File: src/rtl/bk_sum_stage.sv
// bk_sum_stage: final sum stage of a Brent-Kung adder.
// Folds the carry-in into the prefix-tree group generate/propagate terms,
// forms sum/cout/signed overflow, and registers the result through a
// 2-entry skid buffer with valid/ready handshakes on both sides.
// The head entry drives the outputs directly, so an accepted word appears
// one cycle after acceptance when the buffer was empty.
// Optional feature: define BK_SUM_STATS_EN to add the saturating 16-bit
// carry_cnt output counting output transfers that carry cout = 1.
module bk_sum_stage #(
    parameter int N = 16
) (
    input  logic         clk,
    input  logic         rst,
    input  logic         in_valid,
    output logic         in_ready,
    input  logic [N-1:0] p_in,
    input  logic [N-1:0] gg_in,
    input  logic [N-1:0] gp_in,
    input  logic         cin,
    output logic [N-1:0] sum,
    output logic         cout,
    output logic         ovf,
    output logic         out_valid,
    input  logic         out_ready
`ifdef BK_SUM_STATS_EN
    ,
    output logic [15:0]  carry_cnt
`endif
);

    typedef enum logic [1:0] {
        EMPTY = 2'd0,
        ONE   = 2'd1,
        FULL  = 2'd2
    } state_t;

    // Result word layout: {cout, ovf, sum[N-1:0]}.
    localparam int W = N + 2;

    // Full carries are c[i] = G[i:0] | (P[i:0] & cin); sum bit i uses the
    // carry into bit i, which is cin for bit 0 and c[i-1] above that.
    function automatic logic [W-1:0] finish_sum(
        input logic [N-1:0] p,
        input logic [N-1:0] gg,
        input logic [N-1:0] gp,
        input logic         ci
    );
        logic [N-1:0] c;
        logic [N-1:0] s;
        c = gg | (gp & {N{ci}});
        s = p ^ {c[N-2:0], ci};
        return {c[N-1], c[N-1] ^ c[N-2], s};
    endfunction

    state_t         state;
    logic [W-1:0]   word;
    logic [N-1:0]   skid_sum;
    logic           skid_cout;
    logic           skid_ovf;
    logic           accept;
    logic           drain;

    // Combinational finishing of the incoming word and handshake qualifiers.
    always_comb begin
        word   = finish_sum(p_in, gg_in, gp_in, cin);
        accept = in_valid & in_ready;
        drain  = out_valid & out_ready;
    end

    // Skid-buffer FSM: head entry drives outputs, skid entry holds the
    // second word; in_ready is registered from the next state.
    always_ff @(posedge clk or posedge rst) begin
        if (rst) begin
            state     <= EMPTY;
            in_ready  <= 1'b0;
            out_valid <= 1'b0;
            sum       <= {N{1'b0}};
            cout      <= 1'b0;
            ovf       <= 1'b0;
            skid_sum  <= {N{1'b0}};
            skid_cout <= 1'b0;
            skid_ovf  <= 1'b0;
        end else begin
            case (state)
                EMPTY: begin
                    in_ready <= 1'b1;
                    if (accept) begin
                        {cout, ovf, sum} <= word;
                        out_valid        <= 1'b1;
                        state            <= ONE;
                    end else begin
                        state <= EMPTY;
                    end
                end
                ONE: begin
                    if (accept && drain) begin
                        {cout, ovf, sum} <= word;
                        in_ready         <= 1'b1;
                        state            <= ONE;
                    end else if (accept) begin
                        {skid_cout, skid_ovf, skid_sum} <= word;
                        in_ready                        <= 1'b0;
                        state                           <= FULL;
                    end else if (drain) begin
                        out_valid <= 1'b0;
                        in_ready  <= 1'b1;
                        state     <= EMPTY;
                    end else begin
                        in_ready <= 1'b1;
                        state    <= ONE;
                    end
                end
                FULL: begin
                    if (drain) begin
                        sum      <= skid_sum;
                        cout     <= skid_cout;
                        ovf      <= skid_ovf;
                        in_ready <= 1'b1;
                        state    <= ONE;
                    end else begin
                        in_ready <= 1'b0;
                        state    <= FULL;
                    end
                end
                default: begin
                    // Unreachable encoding: fall back to an empty buffer.
                    out_valid <= 1'b0;
                    in_ready  <= 1'b0;
                    state     <= EMPTY;
                end
            endcase
        end
    end

`ifdef BK_SUM_STATS_EN
    // Saturating count of output transfers whose word carries cout = 1.
    always_ff @(posedge clk or posedge rst) begin
        if (rst) begin
            carry_cnt <= 16'h0000;
        end else if (drain && cout && (carry_cnt != 16'hFFFF)) begin
            carry_cnt <= carry_cnt + 16'h0001;
        end else begin
            carry_cnt <= carry_cnt;
        end
    end
`endif

endmodule

File: config.mk
export PLATFORM = sky130hd
export DESIGN_NAME = bk_sum_stage
export DESIGN_NICKNAME = d
export VERILOG_FILES = /design/src/rtl/bk_sum_stage.sv
export SDC_FILE = /design/constraint.sdc
export NUM_CORES = 1
export LEC_CHECK = 0
export BUFFER_PORTS_ARGS = -buffer_cell sky130_fd_sc_hd__buf_4
export CAP_MARGIN = 10
export CORE_MARGIN = 1
export CORE_UTILIZATION = 45
export CTS_CLUSTER_DIAMETER = 30
export CTS_CLUSTER_SIZE = 14
export DETAILED_ROUTE_END_ITERATION = 8
export PLACE_DENSITY = 0.71
export SETUP_SLACK_MARGIN = 0.1
export SLEW_MARGIN = 10
export SYNTH_ARGS = -nofsm -noshare
export SYNTH_HDL_FRONTEND = slang
export SYNTH_SLANG_ARGS = --single-unit
File: constraint.sdc
create_clock -name clk -period 3.64 [get_ports clk]
set_clock_uncertainty 0.1 [all_clocks]
set_input_delay 0.728 -clock clk [delete_from_list [all_inputs] [get_ports clk]]
set_output_delay 0.728 -clock clk [all_outputs]
set_load 0.05 [all_outputs]
# After elaboration in Yosys (flattened, before gate mapping)
# Cells that the tools add are included.
# classes
muxes	27
eq_ne	8
n_reduce_logical	6
n_bitwise	8
# op_table
op	count
16-bit 2-to-1 mux	3
16-bit one-hot mux with 3 select lines	1
16-bit AND	1
16-bit bitwise OR	1
16-bit bitwise XOR	1
1-bit 2-to-1 mux	15
2-bit inequality test (second input constant)	6
1-bit one-hot mux with 3 select lines	4
2-bit 2-to-1 mux	3
2-bit one-hot mux with 3 select lines	1
5-bit AND reduction	1
4-bit AND reduction	1
3-bit AND reduction	1
3-bit nonzero test	1
1-bit AND	2
2-bit by 1-bit == test with 1-bit output (second input constant)	1
2-bit == test (second input constant)	1
2-bit zero test	1
1-bit inverter	2
1-bit logical AND	1
1-bit bitwise XOR	1
# totals
output_inout_bits	20
register_bits	40
input_bits	53
elab_cells	58

# Logic depth before layout (Yosys ltp)
# Gate-level depths: netlist of the first run.
# logic_depth
depth_word	5
depth_mapped	7
depth_no_buf	4

# Worst setup path before layout of the first run
# No wires, ideal clock.
# synth_path
path_type	register -> register
start	register in_ready
end	register sum[0]
setup_ns	0.125
setup_slack_ns	1.646
period_less_slack_ns	1.994
t_required_ns	3.415
path_buffers	1
path_stages_with_launch	5
arrival_time_ns	1.769
path_cell_list	dfrtp_1 nand2_1 o31ai_4 buf_6 mux2_4
# synth_via
elab_chain_cells	4
elab_cells_between_ends	5
classes_between	eq/ne (2); bitwise (1); reduce/logical (2)
# synth_lines
element	line	text
start: declaration	15	output logic in_ready,
start signal: assignment	75	in_ready <= 1'b0;
start signal: assignment	86	in_ready <= 1'b1;
start signal: assignment	98	in_ready <= 1'b1;
1-bit AND (*)	66	accept = in_valid & in_ready;
1-bit logical AND	96	if (accept && drain) begin
2-bit inequality test (no line)	n/a	
4-bit AND reduction (no line) (*)	n/a	
end signal: assignment	77	sum <= {N{1'b0}};
end signal: assignment	97	{cout, ovf, sum} <= word;
end signal: assignment	115	sum <= skid_sum;
end: declaration	20	output logic [N-1:0] sum,
# Mark *: on every way between the ends. The rest lies on a longest branch, timed or not.
# A chain may end at the register's enable or synchronous reset.

# Worst setup path after layout of the first run
# layout_path
start	register state[1]
end	register skid_ovf
# layout_via
elab_chain_cells	2
# layout_lines
element	line	text
start: declaration	55	state_t state;
start signal: assignment	74	state <= EMPTY;
start signal: assignment	90	state <= ONE;
start signal: assignment	92	state <= EMPTY;
2-bit by 1-bit == test with 1-bit output	84	case (state)
3-bit AND reduction (no line)	n/a	
end signal: assignment	101	{skid_cout, skid_ovf, skid_sum} <= word;
end: declaration	59	logic skid_ovf;
# Every way passes these cells.

==> results of run 1 <==
power groups by stage:
stage               Clock (uW)  Combinational (uW)  Sequential [uW]
finish                     357                1260              813
global route               384                1340              846
CTS                        366                1270              814
detailed placement           0                1270              820
global placement             0                1250              814
floorplan                    0                 613             1160
worst min path at each step:
stage | cells past startpoint | startpoint | to | slack, ps
finish | 2 | skid_sum[0] | skid_sum[0] | 390
global route | 2 | skid_sum[0] | skid_sum[0] | 420
CTS | 2 | skid_cout | skid_cout | 400
detailed placement | 2 | skid_cout | skid_cout | 380
global placement | 2 | skid_sum[15] | skid_sum[15] | 370
floorplan | 2 | skid_ovf | skid_ovf | 350
final cells by class:
class,count,share of cell area (%)
sequential,40,36.48
clock buffer,5,2.508
tap,52,2.371
multi-input combinational,116,36.57
timing repair buffer,74,20.25
inverter,2,0.2736
clock inverter,3,1.550
critical path, delay by kind of cell (launching register included):
family                 cells  cell delay (ps)
AOI/OAI and AO/OA          1               70
buffers and inverters      1              410
DFF                        1              500
and+or+nand+nor            3             1070
cell families (layout without fill, tap and decap cells):
family / after synthesis / after routing / synth area share, %
flip-flops: 40 / 40 / 48.02
AND/OR/NAND/NOR: 20 / 20 / 4.742
multiplexers: 46 / 46 / 26.65
AO/OA/AOI/OAI: 34 / 34 / 10.02
buffers and inverters: 11 / 84 / 3.842
XOR/XNOR: 16 / 16 / 6.723
synth_stat cells, types with 2 or more instances:
master / count
dfrtp_1: 40
mux2_2: 36
a21oi_1: 21
xnor2_1: 15
nand2_1: 11
mux2_4: 10
o21ai_0: 7
buf_2: 4
buf_6: 4
nor2_1: 4
inv_1: 2
flip-flops by register name, summed over array words and instances, names as in the netlist:
name and flops:
cout 1, skid_cout 1, out_valid 1, in_ready 1, skid_ovf 1, ovf 1, skid_sum 16, sum 16
state 2
per-stage QoR:
step / cell area [sq um] / hold WS [ps] / power, uW / setup WS [ps] / cells
finish: 2744 / 393.4 / 2425 / 1381 / 292
global route: 2744 / 422.7 / 2565 / 1157 / 292
CTS: 2744 / 401.3 / 2452 / 1362 / 292
detailed placement: 2633 / 381.8 / 2088 / 1074 / 284
global placement: 2633 / 367.2 / 2061 / 1058 / 284
floorplan: 2085 / 349.7 / 1773 / 1646 / 167
per-layer routing:
metal  GRT usage, %  routed length [um]  vias up
li1               -                   -      732
met1          23.91                1826      717
met2          30.56                2038       41
met3          5.916                 195        4
met4          5.333                  34        0
met5              0                   0        -
==> results.json, run 1 <==
{
  "outcome": "completed",
  "grt_pass1_vias": 1516,
  "grt_max_degree": 41,
  "synth_cells": 167,
  "utilization_pct": 62.16,
  "crit_fanout": 20,
  "fp.dieW_um": 70.06,
  "drt-initial-drc-count": 58,
  "grtUsageTotal_pct": 18.72,
  "area_growth_pct": 31.63,
  "htree_levels": 2,
  "num-nets-final": 292,
  "cts_buffers": 5,
  "postSynthNetCount": 220,
  "mostFrequentLayoutCell": "buf_4",
  "cts_setup_buffers": 0,
  "ios": 73,
  "antenna_found_initial": 0,
  "finalMaxSlewViolations": 0,
  "min_path_type": "flip-flop to flip-flop",
  "multi_input_area_sq_mm": 0.001003,
  "crit_required_ps": 3710,
  "clock.fmax_mhz": 442.7,
  "p_int_uw": 1431,
  "hold_viol_final": 0,
  "cts.clk_slew.worst_paths_ps": 80,
  "first_pass_iters": 4,
  "netlist_area_sq_mm": 0.002084,
  "syn_area_per_cell_sq_um": 12.48,
  "row_count": 24,
  "critPathKind": "flip-flop to flip-flop",
  "tritoncts": "built",
  "clk_latency_ps": 290,
  "fin_crit_ps": 2259,
  "power.leakage_uw": 0.001274,
  "p_sw_share_pct": 40.98,
  "avgRoutedWirePerCell_um": 14.02,
  "synth_cell_type_count": 24,
  "synth_flop_cell": "dfrtp_1",
  "fp.dieH_um": 70.06,
  "hpwl_mm": 2.882,
  "max_stage_delay_ps": 670,
  "vdd_drop_max_mv": 0.5600,
  "cts_buffer_depth": 2,
  "routed-via-count": 1494,
  "core_sq_mm": 0.004414,
  "cp-end-kind": "flip-flop",
  "worstSetupEndpoint": "skid_ovf",
  "cts_root_buf": "clkbuf_8",
  "post_cts_resized": 0,
  "final_cell_mix": "buf_4 (74), dfrtp_1 (40), mux2_2 (36)",
  "rrSetupSlack_ps": 1380,
  "setup_tns_ps": 0,
  "max-cap-violations": 0,
  "start_kind": "flip-flop",
  "worstRegToRegCells": 5,
  "drive_gt1_share_pct": 55.00,
  "regArea_sq_mm": 0.001001,
  "overflow": 0,
  "netlist_top_cells_area": "dfrtp_1 (48%), mux2_2 (19%), mux2_4 (7.2%)",
  "io_buffers": 72,
  "synth.top_cell.area_share_pct": 48.02,
  "tightestPinTransition_ps": 1146,
  "synth_edf_count": 0,
  "p_per_area_mw_per_mm2": 884.0,
  "crit_chain": "and3b_1, nand3_1, buf_4, nand2_1, o21ai_0",
  "p_switching_uw": 994.1,
  "r2r_start": "state[1]",
  "p_comb_share_pct": 51.8,
  "hold_buffers": 0,
  "synth_seq_cells": 40,
  "pwr-share-clk_pct": 14.7,
  "post-route-period-util_pct": 62.06,
  "drc": 0,
  "worstReg2RegEnd": "skid_ovf",
  "crit_path_top_delay_cell": "nand3_1",
  "routed_wl_mm": 4.094,
  "cp-startpoint": "state[1]",
  "rsz0062_at_grt": "no",
  "start_util_pct": 47.22,
  "seq_area_frac_synth_pct": 48.02,
  "via_per_inst": 5.116,
  "clkSinkCount": 40,
  "dieArea_sq_mm": 0.004908,
  "fillers": 364,
  "gp_congestion": 0.7410,
  "ant_nets": 0,
  "yosysWarnings": 0,
  "slew_headroom_pct": 23.61,
  "arrival_ps": 2330,
  "seqPwrFrac_pct": 33.5,
  "final-setup-viol-count": 0,
  "grt_pass1_wl_mm": 7.107,
  "n_antenna_cell": 0,
  "synthArstFlopShare_pct": 100.0,
  "synth_top_area_cell": "dfrtp_1"
}
Note: power is estimated with default switching activity, not from simulation.
==> run 2, diff against run 1 <==
Settings changed: ABC_AREA set to 1, PLACE_DENSITY 0.71 to 0.7.
Clock period 3.64 ns to 2.1 ns, I/O delays scaled along.
==> run 2 against run 1 <==
  * Sequential cell count stayed put
  * Largest cell class unchanged
  * Sequential share of layout area is 3.5 points lower
  * Final cell count is 64% higher
==> results.json, run 2 <==
{
  "grtUsageTotal_pct": 21.97,
  "htree_levels": 2,
  "ios": 73,
  "yosysMostFrequentCell": "nand2_1",
  "final_cell_mix": "nand2_1 (140), buf_4 (76), nand3_1 (65)",
  "row_count": 25,
  "clock.fmax_mhz": 613.7,
  "seq_area_frac_synth_pct": 43.08,
  "dpl.cell_count": 471,
  "postSynthNetCount": 393,
  "mostFrequentLayoutCell": "nand2_1",
  "fin_cells": 479,
  "area_growth_pct": 30.64,
  "synth_common_cells": "nand2_1 (140), nand3_1 (65), inv_1 (45)",
  "critPathKind": "flip-flop to flip-flop",
  "slew_headroom_pct": 52.09,
  "hold_buffers": 0,
  "cts_root_buf": "clkbuf_8",
  "num-nets-final": 464,
  "yosysWarnings": 0,
  "synth_cells": 340,
  "fp.dieH_um": 73.86,
  "vdd_drop_max_mv": 0.8041,
  "final-setup-viol-count": 0,
  "arrival_ps": 1710,
  "routed_wl_mm": 5.427,
  "crit_fanout": 17,
  "dieArea_sq_mm": 0.005455,
  "setup_tns_ps": 0,
  "tightestPinTransition_ps": 714.2,
  "min_path_type": "input pin to async pin",
  "avgRoutedWirePerCell_um": 11.33,
  "post-route-period-util_pct": 77.59,
  "finalMaxSlewViolations": 0,
  "drt-initial-drc-count": 161,
  "utilization_pct": 62.61,
  "cp-end-kind": "flip-flop",
  "antenna_found_initial": 0,
  "overflow": 0,
  "p_switching_uw": 1891,
  "synth.top_cell.area_share_pct": 43.08,
  "post_cts_resized": 0,
  "synth_cell_type_count": 21,
  "power.leakage_uw": 0.001796,
  "netlist_area_sq_mm": 0.002323,
  "largestRegisters": "skid_sum x16, sum x16, state x2",
  "outcome": "completed",
  "synth_top_area_cell": "dfrtp_1",
  "cts_buffer_depth": 2,
  "tritoncts": "built",
  "ant_nets": 0,
  "fin_crit_ps": 1629,
  "synth_edf_count": 0,
  "cts_setup_buffers": 0,
  "synth_seq_cells": 40,
  "start_util_pct": 47.92,
  "grt_max_degree": 28,
  "crit_required_ps": 2180,
  "drc": 0,
  "core_sq_mm": 0.004848,
  "syn_area_per_cell_sq_um": 6.834,
  "gp_congestion": 0.7422,
  "io_buffers": 72,
  "fp.dieW_um": 73.86,
  "p_per_area_mw_per_mm2": 1356,
  "routed-via-count": 2297,
  "cts_buffers": 5,
  "p_sw_share_pct": 45.94,
  "seqPwrFrac_pct": 32.8,
  "via_per_inst": 4.795,
  "pwr-share-clk_pct": 16.6,
  "hpwl_mm": 4.005,
  "grt_pass1_vias": 2141,
  "grt_pass1_wl_mm": 9.218,
  "n_antenna_cell": 0,
  "p_int_uw": 2225,
  "clk_latency_ps": 290,
  "first_pass_iters": 4,
  "netlist_top_cells_area": "dfrtp_1 (43%), nand2_1 (23%), nand3_1 (14%)",
  "hold_viol_final": 0,
  "clkSinkCount": 40,
  "drive_gt1_share_pct": 24.03,
  "start_kind": "flip-flop",
  "max-cap-violations": 0,
  "synthArstFlopShare_pct": 100.0,
  "synth_flop_cell": "dfrtp_1",
  "cts.clk_slew.worst_paths_ps": 80,
  "rsz0062_at_grt": "no",
  "p_comb_share_pct": 50.6
}
run 2: cell types whose count changed after synthesis, sizes merged, moves of 2 or more:
cell	change
nor3	+2
or2	+8
o21ai	+5
a21oi	-16
nand2	+132
mux2	-46
xnor2	-15
nand3	+64
buf	+3
inv	+45
run 2: per-layer routing:
metal  up-vias  track usage (%)  share of wire [%]
met5         -                0                  0
met4         0            4.487               0.63
met3         4            5.350                2.7
met2        41            39.96                 52
met1      1058            26.17                 45
li1       1194                -                  -
run 2: kinds of logic after synthesis:
logic type / count (synthesis) / synth area share, %
and+or+nand+nor: 222 / 41.46
buffers and inverters: 60 / 11.42
DFF: 40 / 43.08
AOI/OAI and AO/OA: 17 / 3.662
xor gates and xnor gates: 1 / 0.3770
run 2: through the flow:
step	cell area [sq um]	hold WS [ps]	total power [uW]	setup slack (ps)
6_report	3035	55.25	4116	470.6
5_1_grt	3035	94.31	4388	283.1
4_1_cts	3035	73.54	4149	464.9
3_5_place_dp	2909	351.3	3460	347.7
2_1_floorplan	2323	334.2	2860	413.4
3_3_place_gp	2909	346.0	3421	437.1
run 2: path summary, 6_finish.rpt:
| check | startpoint | slack [ps] | to | depth (start not counted) |
|---|---|---|---|---|
| min reg2reg | skid_sum[4] | 370 | skid_sum[4] | 2 |
| max | out_valid | 470 | sum[2] | 6 |
| max in group asynchronous | rst | 1340 | skid_sum[1] | 3 |
| max reg2reg | out_valid | 470 | sum[2] | 6 |
| min | rst | 60 | out_valid | 2 |
| min in group clk | p_in[0] | 320 | skid_sum[0] | 4 |
run 2: cell type report:
class	count	area [sq um]
Fill cell	458	1813
Multi-Input combinational cell	240	1057
Sequential cell	40	1001
Timing Repair Buffer	77	590.6
Inverter	47	176.4
Clock buffer	7	96.34
Tap cell	67	83.83
Clock inverter	1	30.03
run 2: power by group through the flow:
stage / Clock, uW / Sequential [uW] / Combinational, uW
after detailed placement: 0 / 1360 / 2100
after floorplan: 0 / 1940 / 922
after global placement: 0 / 1350 / 2070
after CTS: 696 / 1350 / 2100
after global routing: 728 / 1380 / 2270
final: 684 / 1350 / 2080
run 2: critical path, cell delays in order, from the launching register on:
cell and delay, ps:
dfrtp_1 400, nand2_1 150, nand2_1 120, nand2_1 330, nand2_4 210, nand3_1 140, nand2_1 50
==> run 3, diff against run 2 <==
Clock period 2.1 ns to 1.5 ns, I/O delays scaled along.
==> run 3 against run 2 <==
  * Total power grew 42%
  * Global-route usage shrank 0.35 points
  * Non-clock buffer count grew 15
  * First-iteration DRC count shrank 28%
  * Register-to-register slack lost 330 ps
  * Final cell count grew 2.9%
  * Largest cell class unchanged
==> results.json, run 3 (synthesized netlist as in run 2, its figures left out) <==
{
  "tritoncts": "built",
  "routed_wl_mm": 5.489,
  "mostFrequentLayoutCell": "nand2_1",
  "ios": 73,
  "start_util_pct": 47.92,
  "ant_nets": 0,
  "overflow": 0,
  "grt_max_degree": 24,
  "largestRegisters": "skid_sum x16, sum x16, state x2",
  "final_cell_mix": "nand2_1 (134), buf_4 (85), nand3_1 (65)",
  "hold_viol_final": 0,
  "fp.dieW_um": 73.86,
  "cts_root_buf": "clkbuf_8",
  "start_kind": "flip-flop",
  "crit_required_ps": 1570,
  "drc": 0,
  "rrSetupSlack_ps": 140,
  "num-nets-final": 479,
  "gp_congestion": 0.7706,
  "hold_slack_ps": 223.8,
  "cp-end-kind": "flip-flop",
  "core_sq_mm": 0.004848,
  "clock.fmax_mhz": 733.7,
  "n_antenna_cell": 0,
  "clkSinkCount": 40,
  "worstReg2RegEnd": "skid_sum[15]",
  "via_per_inst": 4.807,
  "arrival_ps": 1430,
  "finalMaxSlewViolations": 0,
  "grt_pass1_vias": 2117,
  "utilization_pct": 66.01,
  "io_buffers": 72,
  "clk_latency_ps": 290,
  "final-setup-viol-count": 0,
  "antenna_found_initial": 0,
  "crit_fanout": 7,
  "tightestPinTransition_ps": 295.7,
  "grtUsageTotal_pct": 21.62,
  "cts_buffer_depth": 2,
  "routed-via-count": 2370,
  "cts_buffers": 5,
  "first_pass_iters": 4,
  "worstRegToRegCells": 6,
  "post-route-period-util_pct": 90.86,
  "worstSetupEndpoint": "skid_sum[15]",
  "avgRoutedWirePerCell_um": 11.13,
  "vdd_drop_max_mv": 0.8596,
  "slew_headroom_pct": 80.29,
  "critPathKind": "flip-flop to flip-flop",
  "drive_gt1_share_pct": 28.64,
  "outcome": "completed",
  "rsz0062_at_grt": "yes",
  "fillers": 433,
  "fin_crit_ps": 1363,
  "p_per_area_mw_per_mm2": 1824,
  "cts.clk_slew.worst_paths_ps": 70,
  "cp-startpoint": "out_valid",
  "row_count": 25,
  "dieArea_sq_mm": 0.005455,
  "r2r_start": "out_valid",
  "setup_tns_ps": 0,
  "power.leakage_uw": 0.001884,
  "htree_levels": 2,
  "drt-initial-drc-count": 116,
  "hpwl_mm": 3.995,
  "max-cap-violations": 0,
  "min_path_type": "input pin to flip-flop",
  "area_growth_pct": 37.75,
  "grt_pass1_wl_mm": 9.045,
  "fp.dieH_um": 73.86
}
-- run 3: worst min-delay path by stage --
stage	cells after the start	endpoint	start	slack (ps)
finish	4	skid_sum[0]	p_in[0]	220
global route	4	skid_sum[0]	p_in[0]	250
global placement	3	sum[3]	rst	240
detailed placement	3	sum[3]	rst	250
floorplan	2	skid_sum[1]	skid_sum[1]	330
CTS	4	skid_sum[0]	p_in[0]	210
-- run 3: what timing repair did --
item	in CTS	in global routing
gates cloned	0	1
resized for setup	2	19
setup endpoints to repair	14	36
pin swaps	0	3
hold buffers	1	0
hold endpoints to repair	40	0
buffers inserted	0	6
-- run 3: worst max-delay path, stage by stage (launching register included) --
cell	delay (ps)
dfrtp_2	430
nand2_4	90
nand2_4	70
nor3_4	210
buf_12	160
buf_8	120
o21ai_0	70
-- run 3: report_power, final --
| part | leakage (uW) | switching [uW] | internal [uW] | total [uW] |
|---|---|---|---|---|
| registers | 0.000493 | 306 | 1600 | 1900 |
| logic | 0.00135 | 2080 | 1190 | 3270 |
| clock network | 0.0000410 | 352 | 316 | 668 |
-- run 3: routing by layer --
metal,up-vias,part of all wire [%],wire [um],track usage [%]
met5,-,0,0,0
met4,0,1.0,57,6.624
met3,5,3.6,198,3.292
met2,58,52,2840,38.23
met1,1083,44,2391,27.04
li1,1224,-,-,-
-- run 3: through the flow --
step                      cell area, sq um  power, uW  worst slack, ps  std cells
after global placement                2984       4924            79.01        478
after global routing                  3201       6265            57.93        493
final                                 3201       5837            137.0        493
after floorplan                       2337       4028            40.04        340
after CTS                             3078       5661            102.5        486
after detailed placement              2984       4969            53.29        478
-- run 3: final cells by class --
| type | instances | area, sq um | share of cell area [%] |
|---|---|---|---|
| Clock buffer | 6 | 72.57 | 2.267 |
| Clock inverter | 1 | 5.005 | 0.1564 |
| Inverter | 47 | 178.9 | 5.590 |
| Multi-Input combinational cell | 240 | 1109 | 34.64 |
| Sequential cell | 40 | 1006 | 31.43 |
| Tap cell | 67 | 83.83 | 2.619 |
| Timing Repair Buffer | 92 | 745.7 | 23.30 |
